File: src/rtl/y_pkg.sv
// Shared types and sizes for the Y SRAM writeback block.
package y_pkg;

  localparam int ADDR_W = 11;
  localparam int ROW_W  = 256;
  localparam int LANE_W = 64;
  localparam int VAL_W  = 48;
  localparam int NLANES = ROW_W / LANE_W;

  typedef enum logic [1:0] {IDLE, READ, WAIT, WRITE} wb_state_t;

  typedef logic [ROW_W-1:0] y_row_t;

  // True when exactly one lane is selected.
  function automatic logic is_onehot(input logic [NLANES-1:0] v);
    return (v != '0) && ((v & (v - NLANES'(1))) == '0);
  endfunction

endpackage

File: src/rtl/y_sram_writeback_if.sv
// Update-request handshake from the Y-update datapath into the writeback block.
interface y_sram_writeback_if
  import y_pkg::*;
  ();

  logic              wb_valid;
  logic              wb_ready;
  logic [ADDR_W-1:0] wb_addr;
  logic [NLANES-1:0] wb_oneHot;
  logic [VAL_W-1:0]  wb_val;
  logic              wb_lastIn;

  modport master (
    output wb_valid, wb_addr, wb_oneHot, wb_val, wb_lastIn,
    input  wb_ready
  );

  modport slave (
    input  wb_valid, wb_addr, wb_oneHot, wb_val, wb_lastIn,
    output wb_ready
  );

endinterface

File: src/rtl/y_lane_merge.sv
// Replaces the Y value field of the selected lane; tags and all other lanes pass through.
module y_lane_merge
  import y_pkg::*;
(
  input  y_row_t            base_row,
  input  logic [NLANES-1:0] oneHot,
  input  logic [VAL_W-1:0]  val,
  output y_row_t            merged_row
);

  // Overwrite bits [47:0] of each selected lane, keep the column tag.
  always_comb begin
    merged_row = base_row;
    for (int k = 0; k < NLANES; k++) begin
      if (oneHot[k]) merged_row[k*LANE_W +: VAL_W] = val;
    end
  end

endmodule

File: src/rtl/y_sram_writeback.sv
// Read-modify-write of Y SRAM rows with last-row forwarding, error and completion tracking.
module y_sram_writeback
  import y_pkg::*;
(
  input  logic                clock,
  input  logic                reset,
  y_sram_writeback_if.slave   wb,
  output logic                mem_rd_en,
  output logic [ADDR_W-1:0]   mem_rd_addr,
  input  y_row_t              mem_rd_data,
  output logic                mem_wr_en,
  output logic [ADDR_W-1:0]   mem_wr_addr,
  output y_row_t              mem_wr_data,
  output logic [15:0]         wb_count,
  output logic                wb_err,
  output logic                wb_allDone
);

  wb_state_t         r_state;
  logic              r_ready;
  logic              r_rd_en;
  logic [ADDR_W-1:0] r_rd_addr;
  logic              r_wr_en;
  logic [ADDR_W-1:0] r_wr_addr;
  y_row_t            r_wr_data;
  logic [15:0]       r_count;
  logic              r_err;
  logic              r_alldone;
  logic              r_last_pend;
  logic              r_fwd_valid;
  logic [ADDR_W-1:0] r_fwd_addr;
  y_row_t            r_fwd_row;
  logic [ADDR_W-1:0] r_addr;
  logic [NLANES-1:0] r_onehot;
  logic [VAL_W-1:0]  r_val;

  logic              w_in_idle;
  logic              w_accept;
  logic              w_oh_ok;
  logic              w_fwd_hit;
  logic              w_commit;
  logic [ADDR_W-1:0] w_commit_addr;
  logic              w_next_idle;
  logic              w_done_fire;
  y_row_t            w_base;
  logic [NLANES-1:0] w_sel;
  logic [VAL_W-1:0]  w_mval;
  y_row_t            w_merged;

  function automatic logic [15:0] sat_inc(input logic [15:0] c);
    return (c == 16'hFFFF) ? c : c + 16'd1;
  endfunction

  assign w_in_idle = (r_state == IDLE);
  assign w_accept  = wb.wb_valid & r_ready;
  assign w_oh_ok   = is_onehot(wb.wb_oneHot);
  assign w_fwd_hit = r_fwd_valid && (wb.wb_addr == r_fwd_addr);

  // A row is committed either straight from IDLE on a forward hit or after the SRAM read returns.
  assign w_commit      = (w_in_idle && w_accept && w_oh_ok && w_fwd_hit) || (r_state == WAIT);
  assign w_commit_addr = w_in_idle ? wb.wb_addr : r_addr;

  // Merge base is the held row on the forwarded path, SRAM data otherwise.
  assign w_base = w_in_idle ? r_fwd_row    : mem_rd_data;
  assign w_sel  = w_in_idle ? wb.wb_oneHot : r_onehot;
  assign w_mval = w_in_idle ? wb.wb_val    : r_val;

  y_lane_merge u_merge (
    .base_row   (w_base),
    .oneHot     (w_sel),
    .val        (w_mval),
    .merged_row (w_merged)
  );

  // Completion fires when the next cycle is an idle one with nothing accepted now.
  assign w_next_idle = (w_in_idle && !(w_accept && w_oh_ok)) || (r_state == WRITE);
  assign w_done_fire = w_next_idle && !w_accept && (r_last_pend || wb.wb_lastIn);

  // Control FSM, registered memory strobes, forwarding register and status.
  always_ff @(posedge clock or posedge reset) begin
    if (reset) begin
      r_state     <= IDLE;
      r_ready     <= 1'b1;
      r_rd_en     <= 1'b0;
      r_rd_addr   <= '0;
      r_wr_en     <= 1'b0;
      r_wr_addr   <= '0;
      r_wr_data   <= '0;
      r_count     <= '0;
      r_err       <= 1'b0;
      r_alldone   <= 1'b0;
      r_last_pend <= 1'b0;
      r_fwd_valid <= 1'b0;
      r_fwd_addr  <= '0;
      r_fwd_row   <= '0;
      r_addr      <= '0;
      r_onehot    <= '0;
      r_val       <= '0;
    end else begin
      r_rd_en     <= 1'b0;
      r_wr_en     <= 1'b0;
      r_alldone   <= w_done_fire;
      r_last_pend <= (r_last_pend | wb.wb_lastIn) & ~w_done_fire;

      if (w_commit) begin
        r_wr_en     <= 1'b1;
        r_wr_addr   <= w_commit_addr;
        r_wr_data   <= w_merged;
        r_fwd_valid <= 1'b1;
        r_fwd_addr  <= w_commit_addr;
        r_fwd_row   <= w_merged;
        r_count     <= sat_inc(r_count);
      end

      case (r_state)
        IDLE: begin
          if (w_accept) begin
            if (!w_oh_ok) begin
              r_err <= 1'b1;
            end else begin
              r_addr   <= wb.wb_addr;
              r_onehot <= wb.wb_oneHot;
              r_val    <= wb.wb_val;
              r_ready  <= 1'b0;
              if (w_fwd_hit) begin
                r_state <= WRITE;
              end else begin
                r_rd_en   <= 1'b1;
                r_rd_addr <= wb.wb_addr;
                r_state   <= READ;
              end
            end
          end
        end
        READ:  r_state <= WAIT;
        WAIT:  r_state <= WRITE;
        WRITE: begin
          r_ready <= 1'b1;
          r_state <= IDLE;
        end
        default: r_state <= IDLE;
      endcase
    end
  end

  assign wb.wb_ready  = r_ready;
  assign mem_rd_en    = r_rd_en;
  assign mem_rd_addr  = r_rd_addr;
  assign mem_wr_en    = r_wr_en;
  assign mem_wr_addr  = r_wr_addr;
  assign mem_wr_data  = r_wr_data;
  assign wb_count     = r_count;
  assign wb_err       = r_err;
  assign wb_allDone   = r_alldone;

endmodule

File: src/flat_wrapper.sv
// flat-port wrapper written by rule: the top's interface ports become plain ports
module y_sram_writeback_flat import y_pkg::*;
  (clock, reset, mem_rd_en, mem_rd_addr, mem_rd_data, mem_wr_en, mem_wr_addr, mem_wr_data, wb_count, wb_err, wb_allDone, wb_wb_valid, wb_wb_addr, wb_wb_oneHot, wb_wb_val, wb_wb_lastIn, wb_wb_ready);
  y_sram_writeback_if wb_i ();
  input  logic clock;
  input  logic reset;
  output logic mem_rd_en;
  output logic [ADDR_W-1:0] mem_rd_addr;
  input  y_row_t mem_rd_data;
  output logic mem_wr_en;
  output logic [ADDR_W-1:0] mem_wr_addr;
  output y_row_t mem_wr_data;
  output logic [15:0] wb_count;
  output logic wb_err;
  output logic wb_allDone;
  input wire logic [$bits(wb_i.wb_valid)-1:0] wb_wb_valid;
  input wire logic [$bits(wb_i.wb_addr)-1:0] wb_wb_addr;
  input wire logic [$bits(wb_i.wb_oneHot)-1:0] wb_wb_oneHot;
  input wire logic [$bits(wb_i.wb_val)-1:0] wb_wb_val;
  input wire logic [$bits(wb_i.wb_lastIn)-1:0] wb_wb_lastIn;
  output wire logic [$bits(wb_i.wb_ready)-1:0] wb_wb_ready;
  assign wb_i.wb_valid = wb_wb_valid;
  assign wb_i.wb_addr = wb_wb_addr;
  assign wb_i.wb_oneHot = wb_wb_oneHot;
  assign wb_i.wb_val = wb_wb_val;
  assign wb_i.wb_lastIn = wb_wb_lastIn;
  assign wb_wb_ready = wb_i.wb_ready;
  y_sram_writeback u_core (.clock(clock), .reset(reset), .wb(wb_i), .mem_rd_en(mem_rd_en), .mem_rd_addr(mem_rd_addr), .mem_rd_data(mem_rd_data), .mem_wr_en(mem_wr_en), .mem_wr_addr(mem_wr_addr), .mem_wr_data(mem_wr_data), .wb_count(wb_count), .wb_err(wb_err), .wb_allDone(wb_allDone));
endmodule
File: config.mk
export PLATFORM = sky130hd
export DESIGN_NAME = y_sram_writeback_flat
export DESIGN_NICKNAME = d
export VERILOG_FILES = /design/src/rtl/y_pkg.sv /design/src/rtl/y_sram_writeback_if.sv /design/src/rtl/y_lane_merge.sv /design/src/rtl/y_sram_writeback.sv /design/src/flat_wrapper.sv
export SDC_FILE = /design/constraint.sdc
export NUM_CORES = 1
export LEC_CHECK = 0
export ABC_CLOCK_PERIOD_IN_PS = 13800
export BUFFER_PORTS_ARGS = -buffer_cell sky130_fd_sc_hd__buf_4
export CORE_AREA = 2 2 245 247
export DETAILED_ROUTE_END_ITERATION = 8
export DIE_AREA = 0 0 247 249
export PLACE_DENSITY_LB_ADDON = 0.1
export SLEW_MARGIN = 10
export SYNTH_ARGS = -nofsm -noshare
export SYNTH_HDL_FRONTEND = slang
export SYNTH_SLANG_ARGS = --single-unit
File: constraint.sdc
create_clock -name clock -period 13.8 [get_ports clock]
set_input_delay 4.14 -clock clock [delete_from_list [all_inputs] [get_ports clock]]
set_output_delay 4.14 -clock clock [all_outputs]
set_load 0.03 [all_outputs]
==> flow_results.xml, run 1 <==
<?xml version="1.0" encoding="UTF-8"?>
<metrics>
  <group name="timing">
    <metric name="max_slew.worst_pin.slew" unit="ps">1100</metric>
    <metric name="layout_worst_path_cycle_share" unit="%">51.1</metric>
    <metric name="totalNegativeSetupSlack" unit="ps">0</metric>
    <metric name="grt_setup_unrepaired" unit="">no</metric>
    <metric name="hold_viol_final" unit="">0</metric>
    <metric name="hold_slack" unit="ps">486</metric>
    <metric name="worst_slew_margin_rel" unit="%">26.5</metric>
    <metric name="final_period_minus_worst_setup_slack" unit="ps">7050</metric>
    <metric name="max_freq" unit="MHz">142</metric>
    <metric name="setup-violations-final" unit="">0</metric>
    <metric name="skew" unit="ps">21.8</metric>
    <metric name="number_of_pins_with_negative_max_slew_slack_in_the_final_report" unit="">0</metric>
  </group>
  <group name="logic_synthesis">
    <metric name="syn_nets" unit="">1691</metric>
    <metric name="syn_area" unit="sq um">16400</metric>
    <metric name="synth_enable_flop_cells" unit="">0</metric>
    <metric name="synth_top_cell_area_share" unit="%">55.6</metric>
    <metric name="synthesis.instances" unit="">1364</metric>
    <metric name="yosys_register_bits" unit="">366</metric>
    <metric name="yosysUniqueCellTypes" unit="">34</metric>
    <metric name="post_synth_main_area_contributors" unit="">sky130_fd_sc_hd__dfrtp_1 (56%), sky130_fd_sc_hd__mux2_2 (23%), sky130_fd_sc_hd__o21ai_0 (6.3%), sky130_fd_sc_hd__nand2_1 (4.8%), sky130_fd_sc_hd__mux2i_1 (3.9%)</metric>
    <metric name="ys_async_sr_fraction" unit="%">100</metric>
    <metric name="synth_top_area_cell" unit="">sky130_fd_sc_hd__dfrtp_1</metric>
    <metric name="yosysWarnings" unit="">0</metric>
    <metric name="yosys_most_used_dff" unit="">sky130_fd_sc_hd__dfrtp_1</metric>
    <metric name="ys_seq_area_share" unit="%">55.8</metric>
    <metric name="synthesis.area_per_instance" unit="sq um">12.0</metric>
  </group>
  <group name="die">
    <metric name="die_area" unit="sq um">61500</metric>
    <metric name="fp.coreArea" unit="sq um">58700</metric>
    <metric name="io_pins" unit="">622</metric>
    <metric name="initial_core_util" unit="%">28.0</metric>
    <metric name="std_cell_rows" unit="">89</metric>
    <metric name="floorplan.die.width" unit="um">247</metric>
    <metric name="die_height" unit="um">249</metric>
  </group>
  <group name="clock_network">
    <metric name="clockRootBuffer" unit="">sky130_fd_sc_hd__clkbuf_16</metric>
    <metric name="tritoncts.num_buffers" unit="">45</metric>
    <metric name="cts.htree.levels" unit="">2</metric>
    <metric name="cts_sinks" unit="">366</metric>
    <metric name="cts-resized-gates" unit="">0</metric>
    <metric name="cts.clk_slew.worst_paths" unit="ps">60</metric>
    <metric name="clock_path_buffers" unit="">3</metric>
    <metric name="clock_latency" unit="ps">570</metric>
    <metric name="cts_tree" unit="">yes</metric>
    <metric name="cts.hold.buffers_added" unit="">0</metric>
    <metric name="postCtsSetupRepairBufs" unit="">0</metric>
  </group>
  <group name="global_route">
    <metric name="groute.usage.overall" unit="%">19.4</metric>
    <metric name="global_route_wire_length_before_repair" unit="mm">89.5</metric>
    <metric name="antenna_found_initial" unit="">9</metric>
    <metric name="grt.overflow.total" unit="">0</metric>
    <metric name="first_global_vias" unit="">13507</metric>
    <metric name="grt_start_max_net_pins" unit="">142</metric>
  </group>
  <group name="layout">
    <metric name="areaGrowthSynthToFinish" unit="%">42.9</metric>
    <metric name="num-fill-cells" unit="">5793</metric>
    <metric name="multi_input_comb_area" unit="sq um">6970</metric>
    <metric name="register_area" unit="sq um">9160</metric>
    <metric name="post_route_cells_drive_above_1_share" unit="%">52.9</metric>
    <metric name="finalNetCount" unit="">2292</metric>
  </group>
  <group name="power_and_ir_drop">
    <metric name="power_density" unit="nW/um^2">286</metric>
    <metric name="max-vdd-ir-drop" unit="mV">0.123</metric>
    <metric name="leakage" unit="uW">0.0110</metric>
  </group>
  <group name="place">
    <metric name="globalplace.congestion" unit="">0.818</metric>
    <metric name="port_buffers" unit="">621</metric>
    <metric name="total_half_perimeter_wirelength_after_legalization_and_detailed_placement" unit="mm">45.0</metric>
  </group>
  <group name="drt">
    <metric name="first_iter_violations" unit="">499</metric>
    <metric name="first_pass_iters" unit="">4</metric>
    <metric name="post_drt_wl_per_cell" unit="um">21.9</metric>
    <metric name="via_per_inst" unit="">4.64</metric>
    <metric name="detailroute.via_count" unit="">12881</metric>
    <metric name="wirelength" unit="mm">60.9</metric>
    <metric name="drtAntennaViolNets" unit="">0</metric>
    <metric name="post-route-drc-count" unit="">0</metric>
  </group>
  <group name="setup_path">
    <metric name="r2r_setup_slack" unit="ps">9780</metric>
    <metric name="timing.setup.critical_path_class" unit="">input pin to register</metric>
    <metric name="timing.critical_path.fanout_max" unit="">33</metric>
    <metric name="worstPathRequired" unit="ps">14240</metric>
    <metric name="timing.critical_path.to_type" unit="">register</metric>
    <metric name="timing.critical_path.from_type" unit="">input pin</metric>
    <metric name="timing.critical_path.arrival" unit="ps">7490</metric>
    <metric name="worstReg2RegStart" unit="">u_core.r_state[0]</metric>
    <metric name="timing.critical_path.from" unit="">wb_wb_addr[9]</metric>
  </group>
  <group name="run">
    <metric name="timing.max_cap.violations" unit="">0</metric>
  </group>
  <group name="min_path">
    <metric name="worstHoldStart" unit="">u_core.r_fwd_valid</metric>
    <metric name="timing.hold.worst.class" unit="">register to register</metric>
  </group>
  <group name="run_status">
    <metric name="run_status" unit="">finished, final reports clean</metric>
  </group>
</metrics>
cells in the mapped netlist (2+ instances only):
cell / number
sky130_fd_sc_hd__ha_1: 4
sky130_fd_sc_hd__nor3_1: 3
sky130_fd_sc_hd__and2_1: 2
sky130_fd_sc_hd__o21ai_0: 205
sky130_fd_sc_hd__nor4b_1: 2
sky130_fd_sc_hd__mux2_1: 5
sky130_fd_sc_hd__dfrtp_1: 365
sky130_fd_sc_hd__xnor2_1: 17
sky130_fd_sc_hd__a21oi_1: 8
sky130_fd_sc_hd__mux2_2: 329
sky130_fd_sc_hd__nor4bb_1: 2
sky130_fd_sc_hd__nand3_1: 10
sky130_fd_sc_hd__mux2i_1: 64
sky130_fd_sc_hd__nand4_1: 8
sky130_fd_sc_hd__clkbuf_1: 43
sky130_fd_sc_hd__buf_2: 26
sky130_fd_sc_hd__nand2b_1: 2
sky130_fd_sc_hd__buf_1: 12
sky130_fd_sc_hd__inv_1: 9
sky130_fd_sc_hd__and3_1: 3
sky130_fd_sc_hd__nor2_1: 14
sky130_fd_sc_hd__xor2_1: 6
sky130_fd_sc_hd__nand2_1: 209
sky130_fd_sc_hd__buf_4: 6
critical path, cell delays in order:
cell                      delay (ps)
sky130_fd_sc_hd__buf_4           120
sky130_fd_sc_hd__xnor2_1         240
sky130_fd_sc_hd__nand4_1         140
sky130_fd_sc_hd__nor3_1          670
sky130_fd_sc_hd__a21oi_4          90
sky130_fd_sc_hd__buf_4           290
sky130_fd_sc_hd__a21oi_4         820
sky130_fd_sc_hd__buf_4           530
sky130_fd_sc_hd__mux2_2          390
cells in the final DEF, fill, tap and decap left out, types with 2 or more instances in the layout:
master | synthesis | routed
sky130_fd_sc_hd__buf_4 | 6 | 640
sky130_fd_sc_hd__dfrtp_1 | 365 | 365
sky130_fd_sc_hd__mux2_2 | 329 | 329
sky130_fd_sc_hd__nand2_1 | 209 | 209
sky130_fd_sc_hd__o21ai_0 | 205 | 205
sky130_fd_sc_hd__mux2i_1 | 64 | 60
sky130_fd_sc_hd__clkbuf_16 | 0 | 45
sky130_fd_sc_hd__xnor2_1 | 17 | 17
sky130_fd_sc_hd__clkbuf_8 | 0 | 17
sky130_fd_sc_hd__nor2_1 | 14 | 13
sky130_fd_sc_hd__nand3_1 | 10 | 10
sky130_fd_sc_hd__nand4_1 | 8 | 8
sky130_fd_sc_hd__inv_1 | 9 | 8
sky130_fd_sc_hd__diode_2 | 0 | 7
sky130_fd_sc_hd__clkbuf_1 | 43 | 7
sky130_fd_sc_hd__xor2_1 | 6 | 6
sky130_fd_sc_hd__a21oi_4 | 1 | 6
sky130_fd_sc_hd__mux2_1 | 5 | 5
sky130_fd_sc_hd__a21oi_1 | 8 | 4
sky130_fd_sc_hd__mux2i_4 | 0 | 4
sky130_fd_sc_hd__and3_1 | 3 | 3
sky130_fd_sc_hd__clkinvlp_4 | 0 | 3
sky130_fd_sc_hd__ha_1 | 4 | 3
sky130_fd_sc_hd__and2_1 | 2 | 2
sky130_fd_sc_hd__nor4bb_1 | 2 | 2
sky130_fd_sc_hd__nand2b_1 | 2 | 2
sky130_fd_sc_hd__nor4b_1 | 2 | 2
sky130_fd_sc_hd__nor3_1 | 3 | 2
sky130_fd_sc_hd__inv_6 | 0 | 2
sky130_fd_sc_hd__bufinv_16 | 0 | 2
sky130_fd_sc_hd__clkinv_2 | 0 | 2
per-stage QoR:
step	worst slack (ps)	utilization, %	instances	cell area [sq um]	total power, uW
5_1_grt	6540	40.0	2771	23500	7140
2_1_floorplan	4750	-	1364	16400	4190
6_report	6750	40.0	2775	23500	6720
4_1_cts	6670	40.0	2768	23400	6840
3_5_place_dp	6070	37.4	2691	22000	5610
3_3_place_gp	6080	37.4	2691	22000	5560
power breakdown:
part | total (uW) | internal [uW] | switching, uW | leakage [uW]
logic | 3620 | 1470 | 2150 | 0.00582
registers | 1910 | 1610 | 299 | 0.00448
clock network | 1190 | 724 | 468 | 0.000731
total | 6720 | 3800 | 2920 | 0.0110
state kept, by name, indices dropped and copies added (netlist names), 2 cells and up:
| register | cells |
|---|---|
| u_core.mem_wr_data | 256 |
| u_core.wb_count | 16 |
| u_core.r_addr | 11 |
| u_core.mem_rd_addr | 11 |
| u_core.r_val | 48 |
| u_core.r_state | 2 |
| u_core.mem_wr_addr | 11 |
| u_core.r_onehot | 4 |
kinds of logic after synthesis:
| kind of cell | after synthesis | share of synthesized area [%] |
|---|---|---|
| multiplexers | 398 | 26.8 |
| flip-flops | 366 | 55.8 |
| AND/OR/NAND/NOR | 259 | 6.49 |
| AO/OA/AOI/OAI | 218 | 6.84 |
| buffers and inverters | 96 | 2.53 |
| XOR/XNOR | 23 | 1.23 |
| adder cells (fa/ha/maj) | 4 | 0.305 |
final cells by class:
class | count | share of cell area [%]
flip-flops and latches | 366 | 39.0
multi-input cells | 902 | 29.7
repair buffers | 641 | 20.6
clock buffers | 69 | 5.91
well taps | 773 | 4.12
clock inverters | 8 | 0.437
inverters | 9 | 0.160
diodes | 7 | 0.0747
metal layers:
metal	share of wire (%)	vias to the layer above	GRT usage [%]
met5	0.11	-	0
met1	40	6418	23.6
li1	-	5970	-
met4	2.4	10	5.56
met2	48	393	32.0
met3	9.2	90	7.33
final timing paths:
path / endpoint / depth (start not counted)
worst max-delay path: u_core.mem_wr_data[31] / 9
worst min-delay path: u_core.r_fwd_valid / 1
worst max register to register: u_core.mem_wr_data[92] / 7
worst min register to register: u_core.r_fwd_valid / 1
max in group asynchronous: u_core.mem_wr_data[13] / 4
min in group asynchronous: u_core.wb_count[15] / 2
No activity file was read; power rests on OpenSTA's default activity.
==> inputs of run 2 (changes only) <==
--- a/config.mk
+++ b/config.mk
@@ -5,7 +5,7 @@
 export SDC_FILE = /design/constraint.sdc
 export NUM_CORES = 1
 export LEC_CHECK = 0
-export ABC_CLOCK_PERIOD_IN_PS = 13800
+export ABC_CLOCK_PERIOD_IN_PS = 6260
 export BUFFER_PORTS_ARGS = -buffer_cell sky130_fd_sc_hd__buf_4
 export CORE_AREA = 2 2 245 247
 export DETAILED_ROUTE_END_ITERATION = 8
==> constraint.sdc (replaced) <==
create_clock -name clock -period 6.26 [get_ports clock]
set_input_delay 1.878 -clock clock [delete_from_list [all_inputs] [get_ports clock]]
set_output_delay 1.878 -clock clock [all_outputs]
set_load 0.03 [all_outputs]
==> flow_results.xml, run 2 (synthesis results as in run 1) <==
<?xml version="1.0" encoding="UTF-8"?>
<metrics>
  <group name="run_status">
    <metric name="run_status" unit="">finished, final reports clean</metric>
  </group>
  <group name="layout">
    <metric name="multi_input_comb_area" unit="sq um">6970</metric>
    <metric name="post_route_cells_drive_above_1_share" unit="%">52.6</metric>
    <metric name="num-fill-cells" unit="">5794</metric>
    <metric name="areaGrowthSynthToFinish" unit="%">43.4</metric>
    <metric name="design_area" unit="sq um">23500</metric>
    <metric name="finalNetCount" unit="">2293</metric>
    <metric name="leading_cell_type_in_the_layout_fill_and_taps_excluded" unit="">sky130_fd_sc_hd__buf_4</metric>
    <metric name="final_cell_mix" unit="">sky130_fd_sc_hd__buf_4 (635), sky130_fd_sc_hd__dfrtp_1 (365), sky130_fd_sc_hd__mux2_2 (329)</metric>
    <metric name="register_area" unit="sq um">9160</metric>
    <metric name="largest_register_ffs" unit="">256</metric>
  </group>
  <group name="setup_path">
    <metric name="worstPathRequired" unit="ps">6700</metric>
    <metric name="timing.critical_path.arrival" unit="ps">4720</metric>
    <metric name="timing.critical_path.to_type" unit="">register</metric>
    <metric name="crit_slowest_cell" unit="">sky130_fd_sc_hd__buf_4</metric>
    <metric name="timing.critical_path.from_type" unit="">input pin</metric>
    <metric name="timing.setup.critical_path_class" unit="">input pin to register</metric>
    <metric name="crit_top_cell" unit="">sky130_fd_sc_hd__buf_4</metric>
    <metric name="timing.critical_path.fanout_max" unit="">48</metric>
    <metric name="worstReg2RegStart" unit="">u_core.r_state[0]</metric>
    <metric name="cp_slowest_stage_delay" unit="ps">590</metric>
    <metric name="path_cells" unit="">buf_4, nor4b_1, a311oi_2, nor2_4, a21oi_4, buf_4, a21oi_4, buf_4, mux2_2</metric>
    <metric name="timing.critical_path.from" unit="">wb_wb_oneHot[3]</metric>
  </group>
  <group name="clock_network">
    <metric name="clock_latency" unit="ps">570</metric>
    <metric name="cts-resized-gates" unit="">0</metric>
    <metric name="clock_path_buffers" unit="">3</metric>
    <metric name="cts.hold.buffers_added" unit="">0</metric>
    <metric name="cts.htree.levels" unit="">2</metric>
    <metric name="tritoncts.num_buffers" unit="">45</metric>
    <metric name="cts.clk_slew.worst_paths" unit="ps">60</metric>
    <metric name="clockRootBuffer" unit="">sky130_fd_sc_hd__clkbuf_16</metric>
    <metric name="cts_sinks" unit="">366</metric>
    <metric name="cts_tree" unit="">yes</metric>
    <metric name="postCtsSetupRepairBufs" unit="">0</metric>
  </group>
  <group name="drt">
    <metric name="post-route-drc-count" unit="">0</metric>
    <metric name="drtAntennaViolNets" unit="">0</metric>
    <metric name="wirelength" unit="mm">61.2</metric>
    <metric name="first_pass_iters" unit="">7</metric>
    <metric name="first_iter_violations" unit="">528</metric>
    <metric name="detailroute.via_count" unit="">12881</metric>
    <metric name="post_drt_wl_per_cell" unit="um">22.0</metric>
    <metric name="via_per_inst" unit="">4.63</metric>
  </group>
  <group name="global_route">
    <metric name="global_route_wire_length_before_repair" unit="mm">89.6</metric>
    <metric name="groute.usage.overall" unit="%">19.5</metric>
    <metric name="first_global_vias" unit="">13517</metric>
    <metric name="grt_start_max_net_pins" unit="">99</metric>
    <metric name="antenna_found_initial" unit="">11</metric>
    <metric name="grt.overflow.total" unit="">0</metric>
  </group>
  <group name="power_and_ir_drop">
    <metric name="leakage" unit="uW">0.0111</metric>
    <metric name="power_density" unit="nW/um^2">632</metric>
    <metric name="design_power_total" unit="uW">14900</metric>
    <metric name="max-vdd-ir-drop" unit="mV">0.342</metric>
  </group>
  <group name="timing">
    <metric name="hold_viol_final" unit="">0</metric>
    <metric name="max_freq" unit="MHz">234</metric>
    <metric name="number_of_pins_with_negative_max_slew_slack_in_the_final_report" unit="">0</metric>
    <metric name="final_period_minus_worst_setup_slack" unit="ps">4280</metric>
    <metric name="hold_slack" unit="ps">474</metric>
    <metric name="layout_worst_path_cycle_share" unit="%">68.4</metric>
    <metric name="skew" unit="ps">19.9</metric>
    <metric name="worst_slew_margin_rel" unit="%">25.7</metric>
    <metric name="grt_setup_unrepaired" unit="">no</metric>
    <metric name="max_slew.worst_pin.slew" unit="ps">1110</metric>
    <metric name="setup-violations-final" unit="">0</metric>
  </group>
  <group name="place">
    <metric name="globalplace.congestion" unit="">0.833</metric>
    <metric name="total_half_perimeter_wirelength_after_legalization_and_detailed_placement" unit="mm">45.6</metric>
    <metric name="placement.cell_area" unit="sq um">22000</metric>
    <metric name="port_buffers" unit="">621</metric>
  </group>
  <group name="min_path">
    <metric name="worstHoldStart" unit="">u_core.wb_err</metric>
    <metric name="timing.hold.worst.class" unit="">register to register</metric>
  </group>
  <group name="run">
    <metric name="timing.max_cap.violations" unit="">0</metric>
  </group>
  <group name="die">
    <metric name="die_height" unit="um">249</metric>
    <metric name="std_cell_rows" unit="">89</metric>
    <metric name="io_pins" unit="">622</metric>
    <metric name="fp.coreArea" unit="sq um">58700</metric>
    <metric name="initial_core_util" unit="%">28.0</metric>
    <metric name="die_area" unit="sq um">61500</metric>
    <metric name="floorplan.die.width" unit="um">247</metric>
  </group>
</metrics>
## run 2: cell types whose count changed in the layout (fill, tap and decap cells not counted)
cell,before,now
sky130_fd_sc_hd__clkbuf_1,7,16
sky130_fd_sc_hd__buf_12,1,7
sky130_fd_sc_hd__clkbuf_8,17,11
sky130_fd_sc_hd__buf_4,640,635
sky130_fd_sc_hd__clkinv_2,2,6
sky130_fd_sc_hd__clkbuf_16,45,47
sky130_fd_sc_hd__clkinvlp_4,3,1
sky130_fd_sc_hd__diode_2,7,6
sky130_fd_sc_hd__inv_6,2,1
## run 2: stage by stage
| stage | util [%] | setup slack (ps) | std cells | setup TNS (ps) |
|---|---|---|---|---|
| final | 40.1 | 1980 | 2781 | 0 |
| after global routing | 40.1 | 1830 | 2780 | 0 |
| after CTS | 40.1 | 1970 | 2775 | 0 |
| after detailed placement | 37.6 | 1350 | 2692 | 0 |
| after global placement | 37.6 | 1340 | 2692 | 0 |
| after floorplan | - | -527 | 1364 | -192500 |
## run 2: worst paths after layout
check                                          endpoint  slack, ps  cells after the start
min in group asynchronous            u_core.wb_count[0]       1520                      2
worst min-delay path                      u_core.wb_err        470                      1
worst min register to register            u_core.wb_err        470                      1
worst max register to register  u_core.mem_wr_data[129]       2490                      9
max in group asynchronous       u_core.mem_wr_data[203]       3630                      3
worst max-delay path            u_core.mem_wr_data[129]       1980                      9
## run 2: layout make-up
cell class              count  share of cell area, %
clock buffers              74                   5.89
inverters                   9                  0.159
diodes                      6                 0.0638
flip-flops and latches    366                   38.9
well taps                 773                   4.11
clock inverters             9                  0.420
multi-input cells         902                   29.6
repair buffers            642                   20.8
## run 2: worst max-delay path: cells and delay by family
kind / cells / cell delay, ps
mux: 1 / 420
compound gates: 3 / 440
simple gates: 2 / 840
buf+inv: 3 / 1020
## run 2: power by group
part           total (uW)  internal [uW]  leakage (uW)  switching [uW]
Combinational        8040           3280       0.00585            4760
Sequential           4200           3550       0.00448             655
Clock                2630           1590      0.000733            1040
## run 2: per-layer routing
layer  track usage (%)  vias to the layer above  wire length, um
met5                 0                        -               54
met4              5.65                        8             1440
met3              6.24                       87             4960
met2              32.4                      371            29800
met1              24.0                     6439            24900
li1                  -                     5976                -
